File: config.mk
export PLATFORM = sky130hd
export DESIGN_NAME = divider
export DESIGN_NICKNAME = d
export VERILOG_FILES = /design/src/rtl/divider.sv
export SDC_FILE = /design/constraint.sdc
export NUM_CORES = 1
export LEC_CHECK = 0
export ABC_AREA = 1
export ABC_CLOCK_PERIOD_IN_PS = 1850
export CAP_MARGIN = 20
export CORE_AREA = 2 2 104 106
export DETAILED_ROUTE_END_ITERATION = 8
export DIE_AREA = 0 0 106 108
export PLACE_DENSITY = 0.74
export SLEW_MARGIN = 20
export SYNTH_ARGS = -nofsm -noshare
export SYNTH_HDL_FRONTEND = slang
export SYNTH_SLANG_ARGS = --single-unit
File: constraint.sdc
create_clock -name clk -period 1.85 [get_ports clk]
set_input_delay 0.2775 -clock clk [delete_from_list [all_inputs] [get_ports clk]]
set_output_delay 0.2775 -clock clk [all_outputs]
set_load 0.02 [all_outputs]
File: src/rtl/divider.sv
// Multi-cycle radix-2 restoring divider with busy/done handshake and div-by-zero flag.
// Define DIVIDER_SIGNED_EN to honour is_signed (sign-magnitude wrap around the unsigned core).
module divider #(
  parameter int WIDTH = 16
) (
  input  logic             clk,
  input  logic             rst_n,
  input  logic             start,
  input  logic [WIDTH-1:0] A,
  input  logic [WIDTH-1:0] B,
  input  logic             is_signed,
  output logic             busy,
  output logic             done,
  output logic [WIDTH-1:0] quotient,
  output logic [WIDTH-1:0] remainder,
  output logic [1:0]       flag
);

  localparam logic [1:0] IDLE = 2'd0;
  localparam logic [1:0] CALC = 2'd1;
  localparam logic [1:0] FIN  = 2'd2;

  localparam int CW = $clog2(WIDTH + 1);
  localparam logic [WIDTH-1:0] MIN_NEG = {1'b1, {(WIDTH-1){1'b0}}};

  logic [1:0]       state;
  logic [CW-1:0]    cnt;
  logic [WIDTH-1:0] dvd;
  logic [WIDTH-1:0] dvs;
  logic [WIDTH-1:0] rem;
  logic             neg_q;
  logic             neg_r;
  logic             ovf;
  logic             dbz;

  logic             sgn;
`ifdef DIVIDER_SIGNED_EN
  assign sgn = is_signed;
`else
  logic unused_is_signed;
  assign sgn = 1'b0;
  assign unused_is_signed = is_signed;
`endif

  logic             a_neg;
  logic             b_neg;
  logic [WIDTH-1:0] a_mag;
  logic [WIDTH-1:0] b_mag;
  logic [WIDTH:0]   rem_sh;
  logic [WIDTH:0]   diff;
  logic             borrow;
  logic [WIDTH-1:0] q_fix;
  logic [WIDTH-1:0] r_fix;

  always_comb begin
    a_neg  = sgn & A[WIDTH-1];
    b_neg  = sgn & B[WIDTH-1];
    a_mag  = a_neg ? (~A + WIDTH'(1)) : A;
    b_mag  = b_neg ? (~B + WIDTH'(1)) : B;
    // Dividend bits are shifted out of dvd's MSB while quotient bits enter at its LSB.
    rem_sh = {rem, dvd[WIDTH-1]};
    diff   = rem_sh - {1'b0, dvs};
    borrow = rem_sh < {1'b0, dvs};
    q_fix  = neg_q ? (~dvd + WIDTH'(1)) : dvd;
    r_fix  = neg_r ? (~rem + WIDTH'(1)) : rem;
  end

  always_ff @(posedge clk) begin
    if (!rst_n) begin
      state     <= IDLE;
      cnt       <= '0;
      dvd       <= '0;
      dvs       <= '0;
      rem       <= '0;
      neg_q     <= 1'b0;
      neg_r     <= 1'b0;
      ovf       <= 1'b0;
      dbz       <= 1'b0;
      busy      <= 1'b0;
      done      <= 1'b0;
      quotient  <= '0;
      remainder <= '0;
      flag      <= '0;
    end else begin
      done <= 1'b0;
      case (state)
        IDLE: begin
          if (start) begin
            busy  <= 1'b1;
            flag  <= '0;
            cnt   <= CW'(WIDTH);
            rem   <= '0;
            dvs   <= b_mag;
            neg_q <= a_neg ^ b_neg;
            neg_r <= a_neg;
            ovf   <= sgn && (A == MIN_NEG) && (B == '1);
            if (B == '0) begin
              // Raw dividend is kept so the remainder can report it unchanged.
              dbz   <= 1'b1;
              dvd   <= A;
              state <= FIN;
            end else begin
              dbz   <= 1'b0;
              dvd   <= a_mag;
              state <= CALC;
            end
          end
        end
        CALC: begin
          rem <= borrow ? rem_sh[WIDTH-1:0] : diff[WIDTH-1:0];
          dvd <= {dvd[WIDTH-2:0], ~borrow};
          cnt <= cnt - CW'(1);
          if (cnt == CW'(1)) state <= FIN;
        end
        FIN: begin
          done  <= 1'b1;
          busy  <= 1'b0;
          state <= IDLE;
          if (dbz) begin
            quotient  <= '1;
            remainder <= dvd;
            flag      <= 2'b01;
          end else begin
            quotient  <= q_fix;
            remainder <= r_fix;
            flag      <= {ovf, 1'b0};
          end
        end
        default: state <= IDLE;
      endcase
    end
  end

endmodule

==> metrics.sh, run 1 <==
AREA_GROWTH_PCT=38.82
HOLD_BUFFERS=0
TIMING.REG2REG.SETUP_SLACK_NS=0.03
POST_ROUTE_CELLS_DRIVE_ABOVE_1_SHARE=0.2806
WORSTSETUPPATHTYPE='reg -> reg'
HOLD_VIOL=0
WORSTSETUPSTARTPOINTTYPE='register'
YS_TYPES=40
ROUTABILITY_CONGESTION_ESTIMATE_FROM_GLOBAL_PLACEMENT=0.8681
N_ANTENNA_CELL=0
GRT_SETUP_UNREPAIRED='yes'
FINALPOWER_uW=8107
TIMING.FINAL.CRIT_SHARE=0.9860
LAYOUT.CELLS.MOST_COMMON='sky130_fd_sc_hd__nand2_1'
WORST_PATH_MAX_DELAY_CELL='sky130_fd_sc_hd__fa_2'
SETUP_VIOLATIONS=0
CTS_TREE='built'
INTERNAL_POWER_uW=4739
HIGHEST_IR_DROP_SEEN_ON_VDD_V=0.0007174
P_SW_FRAC=0.4155
DIE_H_UM=108
DIE-AREA_MM2=0.01145
FINALCRITICALPERIOD_NS=1.824
SYNTH_SEQ_CELLS=91
SYN-MEAN-INSTANCE-AREA_UM2=6.917
CRIT_START='dvd[15]'
START_UTIL=0.4814
ROWS=37
FMAXACHIEVABLE_GHz=0.5482
DRT_DRC_VIOLATIONS_LEFT=0
LAYOUT.CELLS.MOST_COMMON_LIST='168 x sky130_fd_sc_hd__nand2_1, 76 x sky130_fd_sc_hd__dfxtp_1, 75 x sky130_fd_sc_hd__a21oi_1, 69 x sky130_fd_sc_hd__clkdlybuf4s50_1, 67 x sky130_fd_sc_hd__buf_4'
CTS_MAX_LEVEL=3
NETSWITCHINGPOWER_uW=3368
FINALHOLDWORSTSLACK_NS=0.4637
CP_CELL_SEQUENCE='inv_2 > ha_4 > inv_4 > fa_2 > nand2_2 > buf_6 > a21oi_4 > a21oi_2 > xor2_1 > nand2_2 > nand3_2 > a21oi_2'
FINAL_DESIGN_AREA_NO_FILL_MM2=0.006837
WORST_SKEW_PAIR.LATE_LATENCY_NS=0.36
CLOCK_POWER_SHARE=0.176
CTS_ROOT_BUF='sky130_fd_sc_hd__clkbuf_8'
CLOCKBUFFERDEPTH=2
ANTENNA_FOUND_INITIAL=0
TRITONCTS.NUM_BUFFERS=9
ROUTE.ANTENNA.REMAINING_NETS=0
RR_STARTPOINT='dvd[15]'
CORE_REGION_AREA_MM2=0.01023
NUMBER_OF_FLOPS_MAPPED_TO_ENABLE_CELLS_BY_YOSYS=0
FIN_WORST_SKEW_NS=0.01479
SYNTHCELLS=712
SYNTH-ASYNC-RESET-RATIO=0
FIRST_GLOBAL_VIAS=4817
REQUIRED_NS=2.09
NETS=884
OUTCOME='completed'
MIN_PATH_TYPE='reg -> reg'
MAX-CAP-VIOLATIONS=0
CLOCK-SINKS=91
PLACEMENT.CELL_AREA_MM2=0.006132
CRIT_PATH_MAX_FANOUT=3
SYNTHESIS.NETS=767
POWER_FRAC_SEQ=0.288
FINAL_MAX_SLEW_VIOL_COUNT=0
UTILIZATION_OF_THE_CORE_AFTER_ROUTING=0.6682
FIRST_ITER_VIOLATIONS=355
DR.PASS1.ITERS=5
HORIZONTAL_DIE_DIMENSION_UM=106
TIMING.CRITICAL_PATH.TO_TYPE='register'
YS_DOMINANT_REG_CELL='sky130_fd_sc_hd__dfxtp_1'
TIMING.CRITICAL_PATH.SLOWEST_CELL_DELAY_NS=0.36
PLACE_HPWL_UM=10120
NUMPORTBUFFERS=69
CLKTRANSATPATHREGS_NS=0.09
CELLLEAKAGEPOWER_uW=0.002839
IO-PIN-COUNT=72
DETAIL_ROUTE.VIAS_PER_CELL=5.324
GR-TOTAL-OVERFLOW=0
ROUTE.DETAILED.WL_PER_INST_UM=14.71
COMBPWRFRAC=0.536
NUM_VIAS=5164
LARGEST_NET_DEGREE_AT_THE_START_OF_GLOBAL_ROUTING=35
SYNTH_SEQ_AREA_SHARE=0.3699
WORST_EP_ARRIVAL_TIME_NS=2.06
YOSYSWARNINGCOUNT=0
POWER_DENSITY_mW_PER_MM2=1186
DRT_WIRELENGTH_UM=14270
SYN-CELL-AREA_MM2=0.004925
TRACK_USAGE=0.2424
GRT_FIRST_PASS_WIRELENGTH_UM=22310
HP-START='quotient[7]'
synthesized netlist by cell type (all sizes together), types with 2 or more instances:
cell type | n | area, µm²
a211oi | 2 | 15.01
a21oi | 92 | 505.5
a31oi | 15 | 93.84
buf | 13 | 88.83
clkbuf | 22 | 82.58
clkinv | 4 | 15.01
dfxtp | 91 | 1822
ha | 18 | 225.2
inv | 86 | 322.8
nand2 | 207 | 819.5
nand3 | 40 | 267.8
nand4 | 14 | 87.58
nor2 | 37 | 158.9
nor3 | 2 | 10.01
o21ai | 53 | 265.3
or2 | 3 | 18.77
xnor2 | 4 | 35.03
xor2 | 2 | 17.52
worst max-delay path, delay by kind of cell (launching register included):
| family | cells | cell delay [ns] |
|---|---|---|
| AOI/OAI and AO/OA | 3 | 0.27 |
| and+or+nand+nor | 3 | 0.22 |
| xor gates and xnor gates | 1 | 0.18 |
| buffers and inverters | 3 | 0.21 |
| adders and majority gates | 2 | 0.50 |
| DFF | 1 | 0.34 |
cells by family after synthesis:
kind of cell	share of synthesized area
flip-flops	0.3699
buffers and inverters	0.1034
adder cells (fa/ha/maj)	0.04980
XOR/XNOR	0.01067
other	0.0007615
AND/OR/NAND/NOR	0.2820
AO/OA/AOI/OAI	0.1834
registers in the layout, summed over array words and instances (netlist names), 2 cells and up:
signal	count
cnt	5
dvd	16
dvs	16
quotient	16
rem	16
remainder	16
state	2
power groups by stage:
stage / logic, µW / registers (µW) / clock network [µW]
3_5_place_dp: 3420 / 2340 / 0
4_1_cts: 3610 / 2300 / 1460
6_report: 4350 / 2340 / 1430
2_1_floorplan: 2410 / 2330 / 0
5_1_grt: 4750 / 2350 / 1550
3_3_place_gp: 3330 / 2330 / 0
through the flow:
step,setup slack (ns),setup TNS (ns),cells
2_1_floorplan,0.03816,0,712
3_3_place_gp,-0.04278,-0.1451,949
3_5_place_dp,-0.07312,-0.4402,949
4_1_cts,0.002622,0,967
5_1_grt,-0.07885,-0.4484,970
6_report,0.02585,0,970
area by class of cell:
cell class / instances / area [µm²]
Timing Repair Buffer: 141 / 1281
Clock inverter: 6 / 71.32
Clock buffer: 10 / 137.6
Sequential cell: 91 / 1843
Inverter: 90 / 342.8
Tap cell: 136 / 170.2
Multi-Input combinational cell: 496 / 2990
Fill cell: 823 / 3395
metal layers:
metal | track usage | vias up | share of wire
met5 | 0 | - | 0
met4 | 0.08553 | 0 | 0.021
met3 | 0.03195 | 30 | 0.056
met2 | 0.4175 | 192 | 0.50
met1 | 0.3137 | 2402 | 0.42
li1 | - | 2540 | -
final timing paths:
kind / end / depth (start not counted)
max: rem[8] / 12
max reg2reg: rem[8] / 12
min: quotient[7] / 2
min reg2reg: quotient[7] / 2
repair_timing:
item | in CTS | in global routing
setup endpoints to repair | 14 | 17
pin swaps | 2 | 26
gates cloned | 0 | 1
resized for setup | 7 | 100
setup buffers | 2 | 2
(Power assumes the default switching activity.)
==> inputs of run 2 (changes only) <==
CORE_AREA = 2 2 79 138   (was 2 2 104 106)
DIE_AREA = 0 0 81 140   (was 0 0 106 108)
HOLD_SLACK_MARGIN = 0.02   (was unset)
PLACE_DENSITY = 0.75   (was 0.74)
==> run 2 against run 1 <==
Against the previous run: the run now ends with negative setup slack left; largest power group unchanged; sequential power barely moved; combinational power increased by 7.1%; first-iteration DRC count is 16% lower; global-route usage rose by 0.77 points; register-to-register slack worse by 0.05 ns.
==> metrics.sh, run 2 (synthesis gave the netlist of run 1 again) <==
CTS_ROOT_BUF='sky130_fd_sc_hd__clkbuf_16'  # was sky130_fd_sc_hd__clkbuf_8
TIMING.FINAL.CRIT_SHARE=1.015  # was 0.9860
TIMING.RR.END='rem[2]'  # was rem[8]
FIRST_GLOBAL_VIAS=4991  # was 4817
REQUIRED_NS=2.12  # was 2.09 ns
POWER_FRAC_SEQ=0.266  # was 0.288
CRIT_FAMILY='simple AND/OR/NAND/NOR gates'  # was adder cells
MULTI_INPUT_COMB_AREA_MM2=0.002988  # was 0.002990 mm²
DRT_WIRELENGTH_UM=15200  # was 14270 µm
MIN_PATH_TYPE='reg -> reg'  # unchanged
DIE_H_UM=140  # was 108 µm
FIN_WORST_SKEW_NS=0.003530  # was 0.01479 ns
DETAIL_ROUTE.VIAS_PER_CELL=5.510  # was 5.324
TRACK_USAGE=0.2501  # was 0.2424
TIMING.CRITICAL_PATH.MODE_CELL='sky130_fd_sc_hd__nand2_1'
DR.PASS1.ITERS=8  # was 5
START_UTIL=0.4839  # was 0.4814
CORE_REGION_AREA_MM2=0.01018  # was 0.01023 mm²
CLOCKBUFFERDEPTH=2  # unchanged
P_SW_FRAC=0.4030  # was 0.4155
GRT_SETUP_UNREPAIRED='yes'  # unchanged
WORST_R2R_PATH_DEPTH=14  # was 12
AREA_GROWTH_PCT=42.78  # was 38.82%
INTERNAL_POWER_uW=5214  # was 4739 µW
TIMING.REG2REG.SETUP_SLACK_NS=-0.03  # was 0.03 ns
POWER_DENSITY_mW_PER_MM2=1242  # was 1186 mW/mm²
WORST_PATH_BUFS_INVS=2  # was 3
LAYOUT.FILLER_CELLS=802  # was 823
FINALCRITICALPERIOD_NS=1.877  # was 1.824 ns
ROUTE.ANTENNA.REMAINING_NETS=0  # unchanged
WORST_SKEW_PAIR.LATE_LATENCY_NS=0.34  # was 0.36 ns
TRITONCTS.NUM_BUFFERS=9  # unchanged
GR-TOTAL-OVERFLOW=0  # unchanged
ROUTABILITY_CONGESTION_ESTIMATE_FROM_GLOBAL_PLACEMENT=0.9646  # was 0.8681
ROUTE.DETAILED.WL_PER_INST_UM=15.58  # was 14.71 µm
RR_STARTPOINT='dvs[2]'  # was dvd[15]
VIOLATIONS_IN_THE_FINAL_REPORTS='negative setup slack'
FIRST_ITER_VIOLATIONS=299  # was 355
GRT_FIRST_PASS_WIRELENGTH_UM=22360  # was 22310 µm
NUM_VIAS=5378  # was 5164
HORIZONTAL_DIE_DIMENSION_UM=81  # was 106 µm
PLACE_WORST_SETUP_SLACK_NS=-0.04889  # was -0.07312 ns
COMBPWRFRAC=0.533  # was 0.536
CELLLEAKAGEPOWER_uW=0.002951  # was 0.002839 µW
DRT_DRC_VIOLATIONS_LEFT=0  # unchanged
DIE-AREA_MM2=0.01134  # was 0.01145 mm²
FINALPOWER_uW=8733  # was 8107 µW
LARGEST_NET_DEGREE_AT_THE_START_OF_GLOBAL_ROUTING=35  # unchanged
ROWS=49  # was 37
OUTCOME='complete, but fails checks'  # was completed
FINAL_MAX_SLEW_VIOL_COUNT=0  # unchanged
NETSWITCHINGPOWER_uW=3520  # was 3368 µW
NETS=899  # was 884
HP-START='quotient[10]'  # was quotient[7]
WORST_EP_ARRIVAL_TIME_NS=2.14  # was 2.06 ns
WORSTSETUPSTARTPOINTTYPE='register'  # unchanged
MIN_TO='quotient[10]'  # was quotient[7]
CLKTRANSATPATHREGS_NS=0.06  # was 0.09 ns
FINAL-SEQ-AREA_MM2=0.001836  # was 0.001843 mm²
POST_ROUTE_CELLS_DRIVE_ABOVE_1_SHARE=0.2803  # was 0.2806
WORST_PATH_MAX_DELAY_CELL='sky130_fd_sc_hd__dfxtp_1'  # was sky130_fd_sc_hd__fa_2
NUMPORTBUFFERS=69  # unchanged
CTS_MAX_LEVEL=3  # unchanged
CLOCK-SINKS=91  # unchanged
FMAXACHIEVABLE_GHz=0.5326  # was 0.5482 GHz
HIGHEST_IR_DROP_SEEN_ON_VDD_V=0.0007626  # was 0.0007174 V
HOLD_VIOL=0  # unchanged
IO-PIN-COUNT=72  # unchanged
ANTENNA_FOUND_INITIAL=0  # unchanged
CRIT_PATH_MAX_FANOUT=6  # was 3
PLACE_HPWL_UM=10370  # was 10120 µm
TIMING.CRITICAL_PATH.SLOWEST_CELL_DELAY_NS=0.31  # was 0.36 ns
SETUP_VIOLATIONS=3  # was 0
CLOCK_POWER_SHARE=0.200  # was 0.176
LAYOUT.CELLS.MOST_COMMON='sky130_fd_sc_hd__nand2_1'  # unchanged
UTILIZATION_OF_THE_CORE_AFTER_ROUTING=0.6909  # was 0.6682
LAYOUT.CELLS.MOST_COMMON_LIST='173 x sky130_fd_sc_hd__nand2_1, 80 x sky130_fd_sc_hd__dfxtp_1, 80 x sky130_fd_sc_hd__buf_4, 77 x sky130_fd_sc_hd__a21oi_1, 69 x sky130_fd_sc_hd__clkdlybuf4s50_1'  # was 168 x sky130_fd_sc_hd__nand2_1, 76 x sky130_fd_sc_hd__dfxtp_1, 75 x sky130_fd_sc_hd__a21oi_1, 69 x sky130_fd_sc_hd__clkdlybuf4s50_1, 67 x sky130_fd_sc_hd__buf_4
MAX-CAP-VIOLATIONS=0  # unchanged
HOLD_DEPTH=2  # unchanged
TIMING.CRITICAL_PATH.TO_TYPE='register'  # unchanged
CTS_TREE='built'  # unchanged
N_ANTENNA_CELL=0  # unchanged
HOLD_BUFFERS=0  # unchanged
FINAL_SETUP_SLACK_OF_THE_WORST_PATH_NS=-0.02743  # was 0.02585 ns
WORSTSETUPPATHTYPE='reg -> reg'  # unchanged
CP_CELL_SEQUENCE='inv_2 > ha_4 > nand2_1 > nand2_1 > nand2_1 > nand2_1 > nand2_1 > nand2_1 > nand2_2 > nand3_4 > buf_12 > o21ai_2 > nand3_1 > a21oi_1'  # was inv_2 > ha_4 > inv_4 > fa_2 > nand2_2 > buf_6 > a21oi_4 > a21oi_2 > xor2_1 > nand2_2 > nand3_2 > a21oi_2
run 2: changes by cell type in the layout (fill, tap and decap cells not counted), sizes merged:
cell / previous run / this run
inv: 89 / 87
bufinv: 1 / 0
clkinvlp: 1 / 0
buf: 71 / 86
clkinv: 5 / 6
clkbuf: 11 / 14
run 2: layout make-up:
| type | instances | area share |
|---|---|---|
| clock buffer | 13 | 0.03701 |
| sequential | 91 | 0.2610 |
| tap | 127 | 0.02260 |
| timing repair buffer | 156 | 0.2018 |
| clock inverter | 3 | 0.003203 |
| inverter | 90 | 0.04947 |
| multi-input combinational | 496 | 0.4249 |
run 2: per-layer routing:
metal / global-route usage / vias up / share of wire
met1: 0.2534 / 2520 / 0.35
met4: 0.1731 / 0 / 0.070
met3: 0.03222 / 73 / 0.045
met2: 0.4541 / 201 / 0.53
li1: - / 2584 / -
met5: 0 / - / 0
run 2: worst max-delay path by stage:
stage,cells past startpoint,slack (ns),to,startpoint
floorplan,11,0.04,rem[8],dvd[15]
global placement,14,-0.03,rem[14],dvd[15]
detailed placement,12,-0.05,rem[11],dvs[8]
CTS,13,0.0002,rem[11],dvs[15]
global route,14,-0.13,rem[2],dvs[2]
finish,14,-0.03,rem[2],dvs[2]
run 2: tightest hold or removal path, delay by kind of cell, from the launching register on:
family           cells  cell delay (ns)
AO/OA/AOI/OAI        1             0.05
AND/OR/NAND/NOR      1             0.06
flip-flops           1             0.31
run 2: what timing repair did:
| item | in CTS | in global routing |
|---|---|---|
| endpoints found under the setup margin | 15 | 17 |
| hold endpoints to repair | 0 | 0 |
| buffers inserted | 0 | 7 |
| resized for setup | 14 | 91 |
| cloned | 0 | 1 |
| pin swaps | 3 | 38 |
run 2: stage by stage:
stage	TNS (ns)	hold slack, ns	cells	cell area (µm²)
floorplan	0	0.4353	712	4925
detailed placement	-0.3249	0.4540	952	6248
CTS	0	0.4617	968	6613
global placement	-0.04813	0.4473	952	6248
global route	-0.8789	0.4766	976	7032
finish	-0.03793	0.4614	976	7032
run 2: power by group through the flow:
| stage | combinational [µW] | clock [µW] | sequential [µW] |
|---|---|---|---|
| floorplan | 2410 | 0 | 2330 |
| global placement | 3630 | 0 | 2310 |
| detailed placement | 3700 | 0 | 2310 |
| CTS | 3800 | 1750 | 2290 |
| global route | 5030 | 1830 | 2340 |
| finish | 4660 | 1750 | 2330 |
==> inputs of run 3 (changes only) <==
CORE_AREA = 2 2 104 106   (was 2 2 79 138)
DIE_AREA = 0 0 106 108   (was 0 0 81 140)
PLACE_DENSITY = 0.74   (was 0.75)
==> results of run 3 <==
Same layout as run 1: the final DEF is identical, and so are final timing and power.
